--- src/rtl/sha2_pkg.sv ---
// Shared SHA-2 definitions: message-schedule FSM states, sigma rotate/shift
// amounts for the 32-bit and 64-bit variants, and the standard round counts.
package sha2_pkg;

    typedef enum logic [1:0] {
        IDLE   = 2'd0,
        LOAD   = 2'd1,
        EXPAND = 2'd2
    } sched_state_t;

    localparam int ROUNDS_256 = 64;
    localparam int ROUNDS_512 = 80;

    // SHA-256 small sigmas
    localparam int S256_S0_R1 = 7;
    localparam int S256_S0_R2 = 18;
    localparam int S256_S0_SH = 3;
    localparam int S256_S1_R1 = 17;
    localparam int S256_S1_R2 = 19;
    localparam int S256_S1_SH = 10;

    // SHA-512 small sigmas
    localparam int S512_S0_R1 = 1;
    localparam int S512_S0_R2 = 8;
    localparam int S512_S0_SH = 7;
    localparam int S512_S1_R1 = 19;
    localparam int S512_S1_R2 = 61;
    localparam int S512_S1_SH = 6;

endpackage

--- src/rtl/wsched_sigma.sv ---
// Combinational small-sigma function of the SHA-2 message schedule.
// UPPER=0 selects sigma0, UPPER=1 selects sigma1; WORD_W picks SHA-256/512 constants.
module wsched_sigma
    import sha2_pkg::*;
#(
    parameter int WORD_W = 32,
    parameter bit UPPER  = 1'b0
) (
    input  logic [WORD_W-1:0] x,
    output logic [WORD_W-1:0] y
);

    localparam int R1 = (WORD_W == 64) ? (UPPER ? S512_S1_R1 : S512_S0_R1)
                                       : (UPPER ? S256_S1_R1 : S256_S0_R1);
    localparam int R2 = (WORD_W == 64) ? (UPPER ? S512_S1_R2 : S512_S0_R2)
                                       : (UPPER ? S256_S1_R2 : S256_S0_R2);
    localparam int SH = (WORD_W == 64) ? (UPPER ? S512_S1_SH : S512_S0_SH)
                                       : (UPPER ? S256_S1_SH : S256_S0_SH);

    function automatic logic [WORD_W-1:0] rotr(input logic [WORD_W-1:0] v, input int r);
        return (v >> r) | (v << (WORD_W - r));
    endfunction

    // Two rotations and one logical shift, XORed together.
    always_comb begin
        y = rotr(x, R1) ^ rotr(x, R2) ^ (x >> SH);
    end

endmodule

--- src/rtl/msg_sched_gen.sv ---
// SHA-2 message schedule generator: accepts 16 message words, streams W_0..W_(ROUNDS-1).
// Optional macro WSCHED_ABORT_EN adds an 'abort' input that clears all state like reset.
module msg_sched_gen
    import sha2_pkg::*;
#(
    parameter int WORD_W = 32,
    parameter int ROUNDS = ROUNDS_256
) (
    input  logic              clk,
    input  logic              reset,
`ifdef WSCHED_ABORT_EN
    input  logic              abort,
`endif
    input  logic              m_valid,
    output logic              m_ready,
    input  logic [WORD_W-1:0] m_data,
    output logic              w_valid,
    input  logic              w_ready,
    output logic [WORD_W-1:0] w_data,
    output logic [6:0]        w_idx,
    output logic              w_last,
    output logic              busy
);

    localparam logic [6:0] LAST_T = 7'(ROUNDS - 1);

    sched_state_t      state;
    logic [6:0]        t;
    logic [WORD_W-1:0] win [16];

    logic              adv;
    logic              flush;
    logic              accept_m;
    logic              load;
    logic [WORD_W-1:0] s0;
    logic [WORD_W-1:0] s1;
    logic [WORD_W-1:0] w_exp;
    logic [WORD_W-1:0] w_in;

    wsched_sigma #(.WORD_W(WORD_W), .UPPER(1'b0)) u_sigma0 (.x(win[14]), .y(s0));
    wsched_sigma #(.WORD_W(WORD_W), .UPPER(1'b1)) u_sigma1 (.x(win[1]),  .y(s1));

`ifdef WSCHED_ABORT_EN
    assign flush = reset || abort;
`else
    assign flush = reset;
`endif

    assign adv     = !w_valid || w_ready;
    assign m_ready = ((state == IDLE) || (state == LOAD)) && adv && !flush;
    assign busy    = (state != IDLE);

    // Next schedule word: from the message during IDLE/LOAD, from the recurrence in EXPAND.
    always_comb begin
        w_exp    = s1 + win[6] + s0 + win[15];
        accept_m = m_ready && m_valid;
        if (state == EXPAND) begin
            w_in = w_exp;
            load = adv;
        end else begin
            w_in = m_data;
            load = accept_m;
        end
    end

    // FSM, window shift register and the single output register stage.
    always_ff @(posedge clk) begin
        if (flush) begin
            state   <= IDLE;
            t       <= 7'd0;
            w_valid <= 1'b0;
            w_data  <= '0;
            w_idx   <= 7'd0;
            w_last  <= 1'b0;
            for (int k = 0; k < 16; k++) begin
                win[k] <= '0;
            end
        end else if (load) begin
            for (int k = 15; k > 0; k--) begin
                win[k] <= win[k-1];
            end
            win[0]  <= w_in;
            w_valid <= 1'b1;
            w_data  <= w_in;
            w_idx   <= t;
            w_last  <= (t == LAST_T);
            case (state)
                IDLE: begin
                    state <= LOAD;
                    t     <= 7'd1;
                end
                LOAD: begin
                    t <= t + 7'd1;
                    if (t == 7'd15) begin
                        state <= EXPAND;
                    end else begin
                        state <= LOAD;
                    end
                end
                EXPAND: begin
                    if (t == LAST_T) begin
                        state <= IDLE;
                        t     <= 7'd0;
                    end else begin
                        state <= EXPAND;
                        t     <= t + 7'd1;
                    end
                end
                default: begin
                    state <= IDLE;
                    t     <= 7'd0;
                end
            endcase
        end else if (adv) begin
            w_valid <= 1'b0;
        end else begin
            w_valid <= w_valid;
        end
    end

endmodule

--- config.mk ---
export PLATFORM = sky130hd
export DESIGN_NAME = msg_sched_gen
export DESIGN_NICKNAME = d
export VERILOG_FILES = /design/src/rtl/sha2_pkg.sv /design/src/rtl/wsched_sigma.sv /design/src/rtl/msg_sched_gen.sv
export SDC_FILE = /design/constraint.sdc
export NUM_CORES = 1
export LEC_CHECK = 0
export ABC_AREA = 1
export ABC_CLOCK_PERIOD_IN_PS = 11600
export CAP_MARGIN = 20
export CELL_PAD_IN_SITES_DETAIL_PLACEMENT = 1
export CELL_PAD_IN_SITES_GLOBAL_PLACEMENT = 1
export CORE_ASPECT_RATIO = 1.1
export CORE_UTILIZATION = 30
export DETAILED_ROUTE_END_ITERATION = 10
export PLACE_DENSITY = 0.58
export SKIP_LAST_GASP = 1
export SLEW_MARGIN = 20
export SYNTH_ARGS = -nofsm -noshare
export SYNTH_HDL_FRONTEND = slang
export SYNTH_SLANG_ARGS = --single-unit
--- constraint.sdc ---
create_clock -name clk -period 11.6 [get_ports clk]
set_input_delay 2.32 -clock clk [delete_from_list [all_inputs] [get_ports clk]]
set_output_delay 2.32 -clock clk [all_outputs]
set_load 0.01 [all_outputs]
==> results by group, run 1 <==
Outcome
  – Outcome: completed

Worst setup path
  – Crit end category: primary output
  – CP Class: input pin to primary output
  – Crit Path Max Fanout: 3
  – Worst setup SP type: input pin
  – R2r endpoint: win[0][17]
  – Critical Path RT: 9.28 ns
  – Worst reg2reg path startpoint: win[0][50]
  – Worst Path Arrival: 3.78 ns
  – Worst R2R Setup Slack: 6.86 ns
  – R2R cell count: 21

Power
  – P_leak: 13.4 nW
  – Max VDD drop: 0.0000974 V
  – Pwr dens: 194 nW/um^2

Global route
  – Initial antenna violation count: 0
  – Overflow left after global routing: 0
  – Gr usage total: 14.8%
  – First-pass GRT wire length: 102,000 um
  – Largest net degree at the start of global routing: around 180
  – Vias in the first global route: ~18,000

Synth
  – Synth unique cells: 32
  – Asr flop ratio synth: 0%
  – Synth Area per Inst: 9.89 um^2
  – Top-area cell type share of the netlist area: 57.7%
  – Synth warnings: 0
  – Syn Std Cell Area: 26,600 um^2
  – Seq/Total Area, Yosys: 61.5%
  – Yosys top cell by area: edfxtp_1
  – Ranking of synthesized cells by area: edfxtp_1 58%, inv_1 11%, nor2_1 8.1%
  – Post-synth EDFFs: 512
  – Post-synthesis register bit count: 562
  – Post-synth top cells: 775 x inv_1, 576 x nor2_1, 512 x edfxtp_1, 340 x nand2_1, 70 x xor2_1
  – Most common cell in the synthesized netlist: inv_1
  – Post-synthesis instance total: ~2,700
  – Main synth FF type: edfxtp_1
  – Synth Net Count: 2,823

Worst hold path
  – Hold worst-path end: w_data[18]
  – Worst hold stages: 2
  – Hold Path Class: register to register
  – HP Start: w_data[18]

CTS
  – CTS max path bufs: 3
  – Cts bufs inserted: 60
  – Root Buffer: clkbuf_16
  – H-tree depth: 2
  – Post-CTS sizing: 0
  – CTS Hold Bufs: 0
  – Worst-path clk slew: 0.06 ns
  – Worst skew pair latency: 0.64 ns
  – Setup Buffers After CTS: 0
  – Clock Sinks: 562
  – CTS tree: built

Timing
  – Final setup viols: 0
  – Worst rel slew slack: 20.3%
  – Final worst slack: 5.50 ns
  – Slew Viols, Final: 0
  – Final Hold Fails: 0
  – WHS: 0.453 ns
  – Measured slew at the worst slew-check pin: around 1.2 ns
  – Min cycle time layout: 6.10 ns
  – Setup_tns: 0 ns
  – Unrepaired setup endpoints after global routing: no
  – Max frequency: 164 MHz
  – Final worst path period share: between 50 and 60%
  – Clk_skew: 0.0326 ns

Floorplan
  – Die area: 90,000 um^2
  – Rows: 114
  – Die H: 315 um
  – Initial Utilization: 30.3%
  – Io pins: 79
  – Core area: 87,900 um^2
  – DIE WIDTH: 286 um

Placed design
  – HPWL Detailed: ~46,000 um
  – Port-buffer cells: 78
  – Routability congestion estimate: 0.859
  – Placed Cells: ~3,900
  – Pre-CTS setup slack: approximately 5.1 ns

Route
  – DR top layer: met4
  – Routed WL: 65,400 um
  – Detailed Route Iter0 Violations: 954
  – Post-DR vias/cell: 4.19
  – Met3 wire len: 2130 um
  – Wire length on met1: 29,300 um
  – Detailed-route via count: 16,700
  – First drt pass iteration count: 4
  – ANT nets after route: 0
  – Met2 routed wirelength: approximately 32,000 um
  – WL per Instance: roughly 16 um
  – Post-route DRC: 0

Cells and area
  – Final net count: 2,904
  – Layout Cells excl Fill: 3,985
  – Layout cells sized above 1: approximately 3.8%
  – Final core occ: between 30% and 40%
  – Diode count: 0
  – Syn-to-layout area delta: 15.0%

Flow run
  – Max cap viols: 0
## where the power goes
part	internal, mW	switching [mW]
Sequential	2.34	0.0712
Combinational	0.502	1.09
Clock	1.10	0.825
## cell families after synthesis
group                      synth area share [%]
AOI/OAI and AO/OA                          1.26
and+or+nand+nor                            14.6
adders and majority gates                  6.16
muxes                                    0.0376
buffers and inverters                      12.2
xor gates and xnor gates                   4.27
DFF                                        61.5
## sequential cells by signal (all words and copies together) (netlist names)
signal,count
w_data,32
w_valid,1
t,7
state,2
w_idx,7
w_last,1
win,512
## cell type report
| cell class | instances | area (um^2) |
|---|---|---|
| repair buffers | 88 | 897 |
| clock buffers | 79 | 1670 |
| well taps | 1160 | 1450 |
| fillers | 10000 | 57200 |
| clock inverters | 34 | 299 |
| flip-flops and latches | 562 | 16400 |
| inverters | 779 | 2940 |
| multi-input cells | 1283 | 7010 |
## stage by stage
stage,cell area [um^2],total power [mW]
after floorplan,26600,3.50
after global placement,28600,4.04
after detailed placement,28600,4.06
after CTS,30600,6.02
after global routing,30600,6.30
final,30600,5.93
## worst max-delay path: stages
cell and delay [ns]:
clkdlybuf4s50_1 0.53, inv_2 0.12, nand2_1 0.09, nor2_4 0.16
clkdlybuf4s50_1 0.56
## routing by layer
| metal | vias up | track usage [%] |
|---|---|---|
| met4 | 0 | 4.64 |
| met1 | 8213 | 19.0 |
| li1 | 8177 | - |
| met3 | 86 | 2.34 |
| met2 | 204 | 25.4 |
| met5 | - | 0 |
## worst max path at each step
stage	startpoint	end	slack, ns	cells after the start
after floorplan	reset	t[6]	2.30	10
after global placement	reset	win[1][56]	5.20	10
after detailed placement	reset	win[1][49]	5.13	10
after CTS	reset	m_ready	5.50	5
after global routing	reset	m_ready	5.44	5
final	reset	m_ready	5.50	5
## layout by cell type (no fill, tap or decap), drive strengths merged
cell	synthesis	layout
a21o	2	2
a21oi	20	20
and2	2	2
and3	1	1
buf	61	10
bufinv	0	4
clkbuf	8	79
clkdlybuf4s50	0	78
clkinv	1	24
clkinvlp	0	4
dfxtp	50	50
edfxtp	512	512
fa	62	62
ha	32	32
inv	778	781
mux2i	1	1
nand2	340	340
nand3	57	57
nand4	9	9
nor2	579	579
nor3	6	6
nor3b	1	1
nor4	1	1
o211ai	3	3
o21ai	32	32
o21bai	2	2
o22ai	2	2
or2	1	1
xnor2	60	60
xor2	70	70
No activity file was read; power rests on OpenSTA's default activity.
==> run 2: changes to the inputs <==
Settings changed: ABC_CLOCK_PERIOD_IN_PS 11600 to 6100.
Clock period 11.6 ns to 6.1 ns, I/O delays scaled along.
==> results by group, run 2 (synthesized netlist as in run 1, its figures left out) <==
Cells and area
  – Max reg flops: 512 (unchanged)
  – Sequential cell area: 16,400 um^2 (unchanged)
  – Layout cells sized above 1: 4.10% (was 3.79%)
  – Diode count: 0 (unchanged)
  – Syn-to-layout area delta: 15.3% (was 15.0%)
  – Most common cell after layout, fill and taps aside: inv_1 (unchanged)
  – Final core occ: 35.0% (was 34.9%)
  – Final net count: 2,910 (was 2,904)
  – Reg with most FFs: win (unchanged)
  – Top flop regs: win x512, w_data x32 (unchanged)
  – Most frequent cells in the layout: 775 x inv_1, 576 x nor2_1, 512 x edfxtp_1 (unchanged)
  – Filler Cell Count: 10,100 (was 10,000)
  – Multi-input gate area: 7010 um^2 (unchanged)

Route
  – Detailed-route via count: 17,000 (was 16,700)
  – DR top layer: met4 (unchanged)
  – WL per Instance: 17.3 um (was 16.4 um)
  – Routed WL: 69,200 um (was 65,400 um)
  – Detailed Route Iter0 Violations: 910 (was 954)
  – Met2 routed wirelength: 34,600 um (was 32,100 um)
  – First drt pass iteration count: 5 (was 4)
  – Post-DR vias/cell: 4.25 (was 4.19)
  – Wire length on met1: 30,600 um (was 29,300 um)
  – Post-route DRC: 0 (unchanged)
  – Met3 wire len: 2130 um (about the same)
  – ANT nets after route: 0 (unchanged)

Timing
  – Final worst path period share: roughly four fifths
  – Final Hold Fails: 0 (unchanged)
  – Min cycle time layout: around 4.8 ns
  – Setup_tns: 0 ns (unchanged)
  – Clk_skew: 0.0224 ns (was 0.0326 ns)
  – Measured slew at the worst slew-check pin: 1.03 ns (was 1.20 ns)
  – Unrepaired setup endpoints after global routing: no (unchanged)
  – Slew Viols, Final: 0 (unchanged)
  – Final worst slack: 1.33 ns (was 5.50 ns)
  – Final setup viols: 0 (unchanged)
  – Worst rel slew slack: 31.4% (was 20.3%)
  – Max frequency: 209 MHz

Worst setup path
  – CP Class: register to register (was input pin to primary output)
  – Crit Path Max Fanout: 5 (was 3)
  – Critical Path RT: 6.50 ns (was 9.28 ns)
  – Worst Path Arrival: 5.18 ns (was 3.78 ns)
  – Crit end category: register (was primary output)
  – Worst setup SP type: register (was input pin)

CTS
  – Clock Sinks: 562 (unchanged)
  – Setup Buffers After CTS: 0 (unchanged)
  – Post-CTS sizing: 0 (unchanged)
  – CTS tree: built (unchanged)
  – H-tree depth: 2 (unchanged)
  – Cts bufs inserted: 61 (was 60)
  – Root Buffer: clkbuf_16 (unchanged)
  – CTS max path bufs: 3 (unchanged)
  – CTS Hold Bufs: 0 (unchanged)
  – Worst skew pair latency: 0.64 ns (about the same)
  – Worst-path clk slew: 0.06 ns (about the same)

Placed design
  – HPWL Detailed: 49,100 um (was 46,300 um)
  – Routability congestion estimate: 0.896 (was 0.859)
  – Pre-CTS setup slack: 1.35 ns (was 5.13 ns)
  – Port-buffer cells: 78 (unchanged)

Worst hold path
  – Hold Path Class: register to register (unchanged)

Global route
  – Gr usage total: 15.6% (was 14.8%)
  – First-pass GRT wire length: 106,000 um (was 102,000 um)
  – Overflow left after global routing: 0 (unchanged)
  – Vias in the first global route: 18,100 (was 17,700)
  – Largest net degree at the start of global routing: 154 (was 177)
  – Initial antenna violation count: 1 (was 0)

Power
  – Pwr dens: 372 nW/um^2 (was 194 nW/um^2)
  – P_leak: 13.5 nW (was 13.4 nW)
  – Max VDD drop: 0.000255 V (was 0.0000974 V)

Floorplan
  – Initial Utilization: 30.3% (unchanged)
  – DIE WIDTH: 286 um (unchanged)
  – Io pins: 79 (unchanged)
  – Core area: 87,900 um^2 (unchanged)
  – Rows: 114 (unchanged)
  – Die H: 315 um (unchanged)
  – Die area: 90,000 um^2 (unchanged)

Outcome
  – Outcome: completed (unchanged)

Flow run
  – Max cap viols: 0 (unchanged)
==> run 2: cell count changes in the layout (fill, tap and decap cells not counted), sizes merged <==
cell / previous run / this run
buf: 10 / 15
bufinv: 4 / 6
clkbuf: 79 / 77
clkinv: 24 / 23
inv: 781 / 783
==> run 2: through the flow <==
step	power, mW	instance area [um^2]	instances	hold WS, ns
6_report	11.4	30700	3991	0.454
4_1_cts	11.6	30700	3991	0.458
5_1_grt	12.1	30700	3991	0.470
2_1_floorplan	6.64	26600	2693	0.451
3_5_place_dp	7.77	28700	3877	0.445
3_3_place_gp	7.74	28700	3877	0.442
==> run 2: power breakdown <==
group	internal (mW)	switching, mW
sequential	4.45	0.129
combinational	0.958	2.16
clock	2.12	1.60
total	7.53	3.89
==> run 2: path summary, 6_finish.rpt <==
| check | depth (start not counted) | slack (ns) | to | from |
|---|---|---|---|---|
| setup / recovery | 21 | 1.33 | win[0][17] | win[0][50] |
| hold / removal | 2 | 0.45 | w_data[19] | w_data[19] |
| setup reg to reg | 21 | 1.33 | win[0][17] | win[0][50] |
| hold reg to reg | 2 | 0.45 | w_data[19] | w_data[19] |
==> run 2: layer usage <==
metal	track usage (%)	vias to the layer above
li1	-	8208
met1	19.8	8409
met2	27.3	256
met3	2.22	87
met4	4.73	0
met5	0	-
==> run 2: critical path, cell delays in order (launching register included) <==
cell      delay (ns)
edfxtp_1        0.58
xnor2_1         0.36
xor2_1          0.19
inv_1           0.07
fa_1            0.48
inv_1           0.07
fa_1            0.47
inv_1           0.08
ha_1            0.34
inv_1           0.09
fa_1            0.41
inv_1           0.21
nand3_1         0.11
nand3_1         0.16
nand2_1         0.10
nand2_1         0.16
nand2_1         0.07
nand2_1         0.08
xnor2_1         0.23
nand2_1         0.11
nand2_1         0.10
inv_1           0.04
==> run 2: final cells by class <==
cell class | instances | area share [%]
Sequential cell | 562 | 53.3
Multi-Input combinational cell | 1283 | 22.8
Tap cell | 1160 | 4.72
Inverter | 779 | 9.60
Clock buffer | 77 | 5.23
Timing Repair Buffer | 93 | 3.11
Clock inverter | 37 | 1.21
